## src/rtl/uart_cmd_wrapper.sv

```systemverilog
// uart_cmd_wrapper
// Robot-side endpoint of the remote command link.
//   RX path: 2-flop synchronizer -> 8N1 receiver -> two-byte assembler that
//            produces a 16-bit command {high_byte, low_byte} plus cmd_rdy.
//   TX path: 8N1 transmitter for 8-bit response bytes (e.g. 0xA5 ack).
// Ports:
//   clk, rst         system clock, synchronous active-high reset
//   RX / TX          serial in (async, idle high) / serial out (idle high)
//   cmd, cmd_rdy     assembled command and its valid flag
//   clr_cmd_rdy      consumer acknowledge for cmd_rdy
//   resp, send_resp  response byte and one-cycle start strobe
//   resp_sent        one-cycle pulse after the stop bit completes
// Parameters: BAUD_DIV (clk cycles per bit), TMO_CYCLES (inter-byte timeout)
// Optional feature: define CMD_TIMEOUT_EN to drop a stale high byte after
// TMO_CYCLES without a validated low-byte start bit.
//
// rx_state  | meaning
// RX_IDLE   | waiting for a falling edge on the synchronized line
// RX_START  | half-bit wait, then re-check the start bit
// RX_DATA   | sampling 8 data bits, LSB first
// RX_STOP   | sampling the stop bit
//
// asm_state | meaning
// WAIT_HI   | next good byte is the high byte
// WAIT_LO   | high byte stored, next good byte completes cmd
//
// tx_state  | meaning
// TX_IDLE   | line high, waiting for send_resp
// TX_START  | driving the start bit
// TX_DATA   | driving 8 data bits, LSB first
// TX_STOP   | driving the stop bit, then pulse resp_sent

module uart_cmd_wrapper #(
    parameter int BAUD_DIV   = 5208,
    parameter int TMO_CYCLES = 1000000
) (
    input  logic        clk,
    input  logic        rst,
    input  logic        RX,
    output logic        TX,
    output logic [15:0] cmd,
    output logic        cmd_rdy,
    input  logic        clr_cmd_rdy,
    input  logic [7:0]  resp,
    input  logic        send_resp,
    output logic        resp_sent
);

    localparam logic [15:0] BAUD_M1 = 16'(BAUD_DIV - 1);
    localparam logic [15:0] HALF_M1 = 16'(BAUD_DIV / 2 - 1);

    typedef enum logic [1:0] {RX_IDLE, RX_START, RX_DATA, RX_STOP} rx_state_t;
    typedef enum logic       {WAIT_HI, WAIT_LO} asm_state_t;
    typedef enum logic [1:0] {TX_IDLE, TX_START, TX_DATA, TX_STOP} tx_state_t;

    rx_state_t  rx_state, rx_next;
    asm_state_t asm_state, asm_next;
    tx_state_t  tx_state, tx_next;

    logic        rx_s1, rx_s2, rx_s3;
    logic [15:0] rx_cnt;
    logic [2:0]  rx_bits;
    logic [7:0]  rx_shift;
    logic        rx_vld_q, rx_err_q;
    logic [7:0]  hi_byte;

    logic [15:0] tx_cnt;
    logic [2:0]  tx_bits;
    logic [7:0]  tx_shift;

    logic rx_fall, rx_tick, start_ok, byte_ok, frame_err, tx_tick, tmo_expire;

    // ---------------- RX synchronizer and receiver ----------------
    always_ff @(posedge clk) begin
        if (rst) begin
            rx_s1 <= 1'b1;
            rx_s2 <= 1'b1;
            rx_s3 <= 1'b1;
        end else begin
            rx_s1 <= RX;
            rx_s2 <= rx_s1;
            rx_s3 <= rx_s2;
        end
    end

    assign rx_fall   = rx_s3 & ~rx_s2;
    assign rx_tick   = (rx_cnt == 16'd0);
    assign start_ok  = (rx_state == RX_START) && rx_tick && !rx_s2;
    assign byte_ok   = (rx_state == RX_STOP) && rx_tick && rx_s2;
    assign frame_err = (rx_state == RX_STOP) && rx_tick && !rx_s2;

    always_comb begin
        rx_next = rx_state;
        case (rx_state)
            RX_IDLE:  if (rx_fall) rx_next = RX_START;
            RX_START: if (rx_tick) rx_next = rx_s2 ? RX_IDLE : RX_DATA;
            RX_DATA:  if (rx_tick && rx_bits == 3'd7) rx_next = RX_STOP;
            RX_STOP:  if (rx_tick) rx_next = RX_IDLE;
            default:  rx_next = RX_IDLE;
        endcase
    end

    always_ff @(posedge clk) begin
        if (rst) begin
            rx_state <= RX_IDLE;
            rx_cnt   <= HALF_M1;
            rx_bits  <= 3'd0;
            rx_shift <= 8'd0;
            rx_vld_q <= 1'b0;
            rx_err_q <= 1'b0;
        end else begin
            rx_state <= rx_next;
            rx_vld_q <= byte_ok;
            rx_err_q <= frame_err;
            if (rx_state == RX_IDLE) begin
                // Pre-load the half-bit delay so the start re-check lands mid-bit.
                rx_cnt <= HALF_M1;
            end else if (rx_tick) begin
                rx_cnt <= BAUD_M1;
                if (rx_state == RX_START) begin
                    rx_bits <= 3'd0;
                end else if (rx_state == RX_DATA) begin
                    rx_shift <= {rx_s2, rx_shift[7:1]};
                    rx_bits  <= rx_bits + 3'd1;
                end
            end else begin
                rx_cnt <= rx_cnt - 16'd1;
            end
        end
    end

    // ---------------- Command assembler ----------------
`ifdef CMD_TIMEOUT_EN
    localparam logic [19:0] TMO_M1 = 20'(TMO_CYCLES - 1);
    logic [19:0] tmo_cnt;
    logic        lo_seen;

    assign tmo_expire = (asm_state == WAIT_LO) && !lo_seen && !start_ok && (tmo_cnt == 20'd0);

    always_ff @(posedge clk) begin
        if (rst || asm_state != WAIT_LO) begin
            tmo_cnt <= TMO_M1;
            lo_seen <= 1'b0;
        end else if (start_ok) begin
            lo_seen <= 1'b1;
        end else if (!lo_seen && tmo_cnt != 20'd0) begin
            tmo_cnt <= tmo_cnt - 20'd1;
        end
    end
`else
    logic unused_tmo;
    assign unused_tmo = ^20'(TMO_CYCLES);
    assign tmo_expire = 1'b0;
`endif

    always_comb begin
        asm_next = asm_state;
        case (asm_state)
            WAIT_HI: if (rx_vld_q) asm_next = WAIT_LO;
            WAIT_LO: if (rx_vld_q || rx_err_q || tmo_expire) asm_next = WAIT_HI;
            default: asm_next = WAIT_HI;
        endcase
    end

    always_ff @(posedge clk) begin
        if (rst) begin
            asm_state <= WAIT_HI;
            hi_byte   <= 8'd0;
            cmd       <= 16'd0;
            cmd_rdy   <= 1'b0;
        end else begin
            asm_state <= asm_next;
            if (asm_state == WAIT_HI && rx_vld_q)
                hi_byte <= rx_shift;
            // Set has priority over both clear sources.
            if (asm_state == WAIT_LO && rx_vld_q) begin
                cmd     <= {hi_byte, rx_shift};
                cmd_rdy <= 1'b1;
            end else if (clr_cmd_rdy || (start_ok && asm_state == WAIT_HI)) begin
                cmd_rdy <= 1'b0;
            end
        end
    end

    // ---------------- TX transmitter ----------------
    assign tx_tick = (tx_cnt == 16'd0);

    always_comb begin
        tx_next = tx_state;
        case (tx_state)
            TX_IDLE:  if (send_resp) tx_next = TX_START;
            TX_START: if (tx_tick) tx_next = TX_DATA;
            TX_DATA:  if (tx_tick && tx_bits == 3'd7) tx_next = TX_STOP;
            TX_STOP:  if (tx_tick) tx_next = TX_IDLE;
            default:  tx_next = TX_IDLE;
        endcase
    end

    always_ff @(posedge clk) begin
        if (rst) begin
            tx_state  <= TX_IDLE;
            tx_cnt    <= BAUD_M1;
            tx_bits   <= 3'd0;
            tx_shift  <= 8'd0;
            TX        <= 1'b1;
            resp_sent <= 1'b0;
        end else begin
            tx_state  <= tx_next;
            resp_sent <= 1'b0;
            if (tx_state == TX_IDLE) begin
                tx_cnt <= BAUD_M1;
                if (send_resp) begin
                    tx_shift <= resp;
                    TX       <= 1'b0;
                end
            end else if (tx_tick) begin
                tx_cnt <= BAUD_M1;
                case (tx_state)
                    TX_START: begin
                        TX       <= tx_shift[0];
                        tx_shift <= {1'b0, tx_shift[7:1]};
                        tx_bits  <= 3'd0;
                    end
                    TX_DATA: begin
                        // Seven more data bits follow d0; the eighth tick starts the stop bit.
                        TX       <= (tx_bits == 3'd7) ? 1'b1 : tx_shift[0];
                        tx_shift <= {1'b0, tx_shift[7:1]};
                        tx_bits  <= tx_bits + 3'd1;
                    end
                    default: resp_sent <= 1'b1;
                endcase
            end else begin
                tx_cnt <= tx_cnt - 16'd1;
            end
        end
    end

endmodule

```

## config.mk

```make
export PLATFORM = sky130hd
export DESIGN_NAME = uart_cmd_wrapper
export DESIGN_NICKNAME = d
export VERILOG_FILES = /design/src/rtl/uart_cmd_wrapper.sv
export SDC_FILE = /design/constraint.sdc
export NUM_CORES = 1
export LEC_CHECK = 0
export ABC_AREA = 1
export BUFFER_PORTS_ARGS = -buffer_cell sky130_fd_sc_hd__buf_4
export CORE_MARGIN = 2
export CORE_UTILIZATION = 45
export CTS_BUF_LIST = sky130_fd_sc_hd__clkbuf_8
export CTS_CLUSTER_SIZE = 28
export DETAILED_ROUTE_END_ITERATION = 6
export PLACE_DENSITY_LB_ADDON = 0.1
export REMOVE_ABC_BUFFERS = 1
export SLEW_MARGIN = 20
export SYNTH_ARGS = -nofsm -noshare
export SYNTH_HDL_FRONTEND = slang
export SYNTH_SLANG_ARGS = --single-unit
```

## constraint.sdc

```tcl
create_clock -name clk -period 2.1 [get_ports clk]
set_input_delay 0.42 -clock clk [delete_from_list [all_inputs] [get_ports clk]]
set_output_delay 0.42 -clock clk [all_outputs]
set_load 0.05 [all_outputs]
```

==> tab_implementation.tex, run 1 <==
\begin{tabular}{lr}
\hline
Metric & Value \\
\hline
\multicolumn{2}{l}{\textbf{Power}} \\
Total power after layout & 3930 uW \\
Worst vdd ir & 0.449 mV \\
Leakage power & 0.00188 uW \\
Areal power density over the cells & 867 nW/um\^{}2 \\
\multicolumn{2}{l}{\textbf{Finish}} \\
Net count, final & 576 \\
Antenna cells & 0 \\
Design area & 4530 sq um \\
Multi-input logic area & 1890 sq um \\
Share of layout cells above drive strength 1 & 15.0\% \\
Growth of design area from synthesis to finish & 13.4\% \\
Seq. cell area & between 1500 and 2000 sq um \\
Fill count & 855 \\
Most common cell after layout, fill and taps aside & dfxtp\_1 \\
Highest-count cells in the layout ignoring fill and taps & dfxtp\_1, nand2\_1, nor2\_1, inv\_1, a21oi\_1 \\
\multicolumn{2}{l}{\textbf{Synthesis}} \\
Gate count of the mapped netlist & 512 \\
Synthesized-area fraction occupied by ao, oa, aoi and oai cells & $\sim$15\% \\
Cell type with the highest aggregate area in the netlist & dfxtp\_1 \\
Fraction of registers with async set or reset after synthesis & 0\% \\
Post-Synth Adder-Cell Area & 5.01\% \\
Total of warnings raised by yosys & 0 \\
Number of synthesized register bits & 91 \\
Distinct cells, synth & 41 \\
Combinational family with the most area after synthesis & simple AND/OR/NAND/NOR gates \\
Primary flip-flop cell chosen by synthesis mapping & dfxtp\_1 \\
Cell types occupying the most area after synthesis & dfxtp\_1, nand2\_1, a21oi\_1, nor2\_1, o21ai\_0 \\
Synthesized-area fraction occupied by and/or/nand/nor cells & 25.0\% \\
Post-synth design cell area & 4000 sq um \\
Mean cell area of the mapped netlist & 7.81 sq um \\
XOR/XNOR share of the synthesized area & under 10\% \\
Seq/Total Area, Yosys & $\sim$46\% \\
Post-synth top area share & roughly 46\% \\
EDFF count, synth & 0 \\
Portion of netlist area occupied by mux cells & 0.250\% \\
\multicolumn{2}{l}{\textbf{Global routing}} \\
M3 GR Usage & 4.15\% \\
Grt met2 use & 28.8\% \\
Global-route wire length before repair & 13.9 mm \\
GRT busiest layer & met2 \\
Number of global-route vias before repair & 3102 \\
Met1 demand-to-capacity share in global routing & 22.9\% \\
Maximum number of pins on one net before global-route repair & 44 \\
Overflow left after global routing & 0 \\
Total GRT Usage & $\sim$17\% \\
Number of antenna violations at the first check in global routing & 0 \\
\multicolumn{2}{l}{\textbf{Route}} \\
First-pass detailed-route iteration total & 4 \\
Vias after detailed routing & roughly 3.2k \\
Post-route antenna net violation count & 0 \\
Post-route DRC & 0 \\
Drt first-iter violations & 103 \\
Avg Vias per Cell & 4.89 \\
Wire length after detailed routing & just under 8 mm \\
WL per Instance & 12.0 um \\
\multicolumn{2}{l}{\textbf{Placement}} \\
Global placer's final weighted congestion & approximately 0.81 \\
Port Buffers & 31 \\
Area post-placement & about 4300 sq um \\
Hpwl dp & 5.57 mm \\
\multicolumn{2}{l}{\textbf{Setup path}} \\
Critical path startpoint category & flip-flop \\
Setup slack of the most critical reg-to-reg path & 0.33 ns \\
Crit path capture type & flip-flop \\
Length in cells of the worst reg-to-reg path & 10 \\
Critical path capture point & tx\_state[1]\$\_SDFFE\_PP0P\_ \\
Critical path, cell by cell & inv\_1 > ha\_1 > inv\_2 > nor2\_1 > nor2\_4 > nand2\_1 > nand2\_1 > nand3\_1 > nand2\_1 > nor2\_1 \\
Slowest stage cell on the critical path & dfxtp\_1 \\
Reg2reg start & tx\_state[0]\$\_SDFFE\_PP0P\_ \\
Critical path startpoint & tx\_state[0]\$\_SDFFE\_PP0P\_ \\
Critical path's largest stage delay & 0.43 ns \\
CP most frequent cell & nand2\_1 \\
Data arrival time of the critical path & 2.03 ns \\
CP Max Fanout & 10 \\
Endpoint of the lowest-slack register-to-register path & tx\_state[1]\$\_SDFFE\_PP0P\_ \\
CP Class & flip-flop to flip-flop \\
Required time reported for the critical path endpoint & 2.36 ns \\
\multicolumn{2}{l}{\textbf{STA}} \\
Crit share post-route & 84.3\% \\
Clock Skew & around 0.014 ns \\
Sum of negative setup slack & 0 ns \\
Final critical path time including I/O delays and setup & 1.77 ns \\
\# setup viols final & 0 \\
Worst Tran Pin Value & 0.388 ns \\
Headroom to the max-slew limit & between 70\% and 80\% \\
RSZ-0062 raised after global routing & false \\
Number of endpoints with negative hold slack in the final report & 0 \\
Number of max-slew violations in the final report & 0 \\
FMAX & around 0.57 GHz \\
\multicolumn{2}{l}{\textbf{Floorplanning}} \\
Starting Density & 46.1\% \\
Die outline width & 98.3 um \\
Floorplan die area & 9660 sq um \\
Vertical die dimension & 98.3 um \\
Top-level I/O count & 32 \\
Row Count & 34 \\
Area of the core region & 8680 sq um \\
\multicolumn{2}{l}{\textbf{CTS}} \\
Library cell used as clock root buffer & clkbuf\_8 \\
Total number of H-tree levels & 3 \\
Buffers from clock root to sink, at most & 2 \\
Clock buffer count from CTS & 9 \\
Hold-fix buffer count after cts & 0 \\
Post-cts gate resize count & 0 \\
Source-to-sink clock delay at the later pin of the worst-skew pair & $\sim$0.36 ns \\
Post-CTS setup buffers & 0 \\
TritonCTS clock tree & yes \\
Clock-pin slew reported for the worst setup and hold paths after clock tree synthesis & 0.10 ns \\
TritonCTS Sinks & 91 \\
\multicolumn{2}{l}{\textbf{Job}} \\
Number of max-cap violations & 0 \\
\multicolumn{2}{l}{\textbf{Hold path}} \\
Min-delay worst type & input pin to flip-flop \\
\multicolumn{2}{l}{\textbf{Run status}} \\
Run status & completed \\
\hline
\end{tabular}
-- sequential cells by signal, summed over array words and instances (netlist names), 2 cells and up, named ones only --
signal / cells
tx_bits: 3
tx_state: 2
rx_bits: 3
cmd: 16
tx_cnt: 16
hi_byte: 8
rx_cnt: 16
rx_shift: 8
tx_shift: 8
-- power by group --
part / internal (uW) / switching (uW)
combinational: 290 / 577
sequential: 1830 / 70.5
clock: 464 / 694
-- worst min path at each step --
| stage | end | cells after the start | slack, ns | startpoint |
|---|---|---|---|---|
| global placement | rx_cnt[0]$_SDFF_PP1_ | 1 | 0.38 | rx_cnt[0]$_SDFF_PP1_ |
| floorplan | rx_cnt[0]$_SDFF_PP1_ | 1 | 0.37 | rx_cnt[0]$_SDFF_PP1_ |
| CTS | rx_s1$_SDFF_PP1_ | 2 | 0.24 | RX |
| detailed placement | tx_cnt[0]$_SDFF_PP1_ | 1 | 0.38 | tx_cnt[0]$_SDFF_PP1_ |
| finish | rx_s1$_SDFF_PP1_ | 2 | 0.25 | RX |
| global route | rx_s1$_SDFF_PP1_ | 2 | 0.25 | RX |
-- logic make-up after synthesis --
family                   after synthesis
multiplexers                           1
AND/OR/NAND/NOR                      211
AO/OA/AOI/OAI                        111
XOR/XNOR                              10
buffers and inverters                 72
flip-flops                            91
adder cells (fa/ha/maj)               16
-- synthesized netlist by cell type (6+ instances only) --
master / count
nor2_1: 60
nand3_1: 26
clkbuf_1: 6
o21ai_0: 45
xor2_1: 6
a21oi_1: 51
ha_1: 16
nand2_1: 82
or2_2: 6
dfxtp_1: 91
inv_1: 56
nand4_1: 8
-- critical path, delay by kind of cell (launching register included) --
family	cells	cell delay, ns
and+or+nand+nor	7	0.73
buffers and inverters	2	0.28
adders and majority gates	1	0.23
DFF	1	0.43
-- cell type report --
type | instances | share of cell area (%)
multi-input combinational | 349 | 41.8
sequential | 91 | 40.2
timing repair buffer | 35 | 5.79
inverter | 61 | 5.08
tap | 108 | 2.98
clock buffer | 9 | 2.73
clock inverter | 7 | 1.46
-- stage by stage --
step	cells	hold WS [ns]	util (%)	worst slack [ns]
after floorplan	501	0.365	-	0.438
after global placement	644	0.377	50.1	0.465
after detailed placement	644	0.377	50.1	0.356
after CTS	660	0.245	52.2	0.326
after global routing	660	0.251	52.2	0.140
final	660	0.254	52.2	0.330
-- metal layers --
| metal | vias up | wire, um |
|---|---|---|
| li1 | 1738 | - |
| met1 | 1447 | 3950 |
| met2 | 39 | 3610 |
| met3 | 6 | 274 |
| met4 | 0 | 76 |
| met5 | - | 0 |
Power figures use the tool's default switching activity.
==> run 2, diff against run 1 <==
clock period = 1.46 ns   (was 2.1 ns; I/O delays follow)
==> run 2 against run 1 <==
Effect of this change: combinational power rose by 110%; critical path depth did not move; clock power is 52% higher; non-clock buffer count is 47 higher; register-to-register slack got worse by 0.33 ns; wire length is 12% higher; sequential power up 44%; first-iteration DRC count increased by 25%; critical path type unchanged; highest routed layer unchanged.
==> tab_implementation.tex, run 2 (synthesized netlist as in run 1, its figures left out) <==
\begin{tabular}{lr}
\hline
Metric & Value \\
\hline
\multicolumn{2}{l}{\textbf{Run status}} \\
Run status & completed \\
\multicolumn{2}{l}{\textbf{Finish}} \\
Antenna cells & 0 \\
Most common cell after layout, fill and taps aside & dfxtp\_1 \\
Largest regs & cmd: 16 flops, rx\_cnt: 16 flops, tx\_cnt: 16 flops \\
Growth of design area from synthesis to finish & 30.1\% \\
Net count, final & 624 \\
Design area & roughly 5200 sq um \\
Share of layout cells above drive strength 1 & 30.3\% \\
Highest-count cells in the layout ignoring fill and taps & dfxtp\_1, buf\_4, nand2\_1, a21oi\_1, inv\_1 \\
\multicolumn{2}{l}{\textbf{Setup path}} \\
CP Max Fanout & 3 \\
CP Class & flip-flop to flip-flop \\
Data arrival time of the critical path & 1.72 ns \\
Critical path startpoint category & flip-flop \\
Required time reported for the critical path endpoint & 1.73 ns \\
Crit path capture type & flip-flop \\
\multicolumn{2}{l}{\textbf{CTS}} \\
Library cell used as clock root buffer & clkbuf\_8 \\
Hold-fix buffer count after cts & 0 \\
Clock buffer count from CTS & 9 \\
Source-to-sink clock delay at the later pin of the worst-skew pair & between 0.3 and 0.4 ns \\
Total number of H-tree levels & 3 \\
TritonCTS Sinks & between 90 and 100 \\
Clock-pin slew reported for the worst setup and hold paths after clock tree synthesis & 0.09 ns \\
TritonCTS clock tree & yes \\
Buffers from clock root to sink, at most & 2 \\
\multicolumn{2}{l}{\textbf{Global routing}} \\
Global-route wire length before repair & 14.8 mm \\
Maximum number of pins on one net before global-route repair & 25 \\
Total GRT Usage & between 10\% and 20\% \\
Number of antenna violations at the first check in global routing & 0 \\
Overflow left after global routing & 0 \\
Number of global-route vias before repair & between 3k and 4k \\
\multicolumn{2}{l}{\textbf{Power}} \\
Worst vdd ir & approximately 0.67 mV \\
Leakage power & 0.00214 uW \\
Total power after layout & 6300 uW \\
Areal power density over the cells & 1210 nW/um\^{}2 \\
\multicolumn{2}{l}{\textbf{Route}} \\
Wire length after detailed routing & 8.87 mm \\
Post-route antenna net violation count & 0 \\
Drt first-iter violations & roughly 130 \\
First-pass detailed-route iteration total & 5 \\
Post-route DRC & 0 \\
Vias after detailed routing & about 3.5k \\
Avg Vias per Cell & about 5.0 \\
WL per Instance & roughly 13 um \\
\multicolumn{2}{l}{\textbf{STA}} \\
Least setup slack across all paths after layout & 0.00379 ns \\
Final critical path time including I/O delays and setup & $\sim$1.5 ns \\
FMAX & 0.687 GHz \\
Crit share post-route & 99.7\% \\
Worst Tran Pin Value & 0.399 ns \\
\# setup viols final & 0 \\
Clock Skew & 0.0109 ns \\
RSZ-0062 raised after global routing & true \\
Number of max-slew violations in the final report & 0 \\
Number of endpoints with negative hold slack in the final report & 0 \\
Headroom to the max-slew limit & 73.2\% \\
\multicolumn{2}{l}{\textbf{Floorplanning}} \\
Top-level I/O count & 32 \\
Die outline width & 98.3 um \\
Area of the core region & 8680 sq um \\
Vertical die dimension & between 90 and 100 um \\
Floorplan die area & around 9700 sq um \\
Row Count & 34 \\
Starting Density & approximately 46\% \\
\multicolumn{2}{l}{\textbf{Placement}} \\
Area post-placement & 4620 sq um \\
Placement-stage worst setup slack & -0.104 ns \\
Hpwl dp & 5.87 mm \\
Port Buffers & 31 \\
Global placer's final weighted congestion & 0.841 \\
\multicolumn{2}{l}{\textbf{Job}} \\
Number of max-cap violations & 0 \\
\multicolumn{2}{l}{\textbf{Hold path}} \\
Min-delay worst type & input pin to flip-flop \\
\hline
\end{tabular}
## run 2: metrics by stage
stage | instances | util [%] | hold slack, ns | TNS [ns]
after detailed placement | 681 | 53.3 | 0.378 | -1.15
after CTS | 703 | 57.1 | 0.129 | 0
after global placement | 681 | 53.3 | 0.373 | -0.280
after floorplan | 501 | - | 0.361 | -1.02
after global routing | 708 | 59.9 | 0.119 | -1.41
final | 708 | 59.9 | 0.134 | 0
## run 2: worst paths after layout
kind / start / end / slack, ns / cells after the start
worst min-delay path: RX / rx_s1$_SDFF_PP1_ / 0.13 / 2
worst max register to register: tx_cnt[0]$_SDFF_PP1_ / tx_state[1]$_SDFFE_PP0P_ / 0.004 / 10
worst max-delay path: tx_cnt[0]$_SDFF_PP1_ / tx_state[1]$_SDFFE_PP0P_ / 0.004 / 10
worst min register to register: rx_cnt[0]$_SDFF_PP1_ / rx_cnt[0]$_SDFF_PP1_ / 0.41 / 1
## run 2: final cells by class
cell class                 count  area (sq um)
fill                         810          3480
inverter                      61           235
multi-input combinational    350          2160
sequential                    91          1830
clock inverter                 7          76.3
clock buffer                   9           124
timing repair buffer          82           636
tap                          108           135
## run 2: repair_timing
action,in CTS,in global routing
buffers inserted,5,5
setup endpoints to repair,27,50
resized for setup,23,63
pin swaps,9,22
gates cloned,1,0
## run 2: worst max-delay path, cell delays in order, from the launching register on
cell	delay [ns]
dfxtp_2	0.33
inv_2	0.07
ha_4	0.14
inv_2	0.04
nor3_4	0.24
buf_4	0.15
nand4_1	0.09
nand2_2	0.12
nand3_2	0.07
nand2_2	0.06
nor2_2	0.05
## run 2: routing by layer
layer | vias up | track usage, % | share of wire (%)
li1 | 1844 | - | -
met1 | 1616 | 24.0 | 48
met2 | 44 | 31.4 | 49
met3 | 11 | 4.08 | 2.5
met4 | 0 | 4.95 | 1.2
met5 | - | 0 | 0
## run 2: report_power, final
part	leakage, uW	internal [uW]	switching (uW)
Combinational	0.00130	747	1060
Clock	0.000102	804	953
Sequential	0.000736	2650	92.6
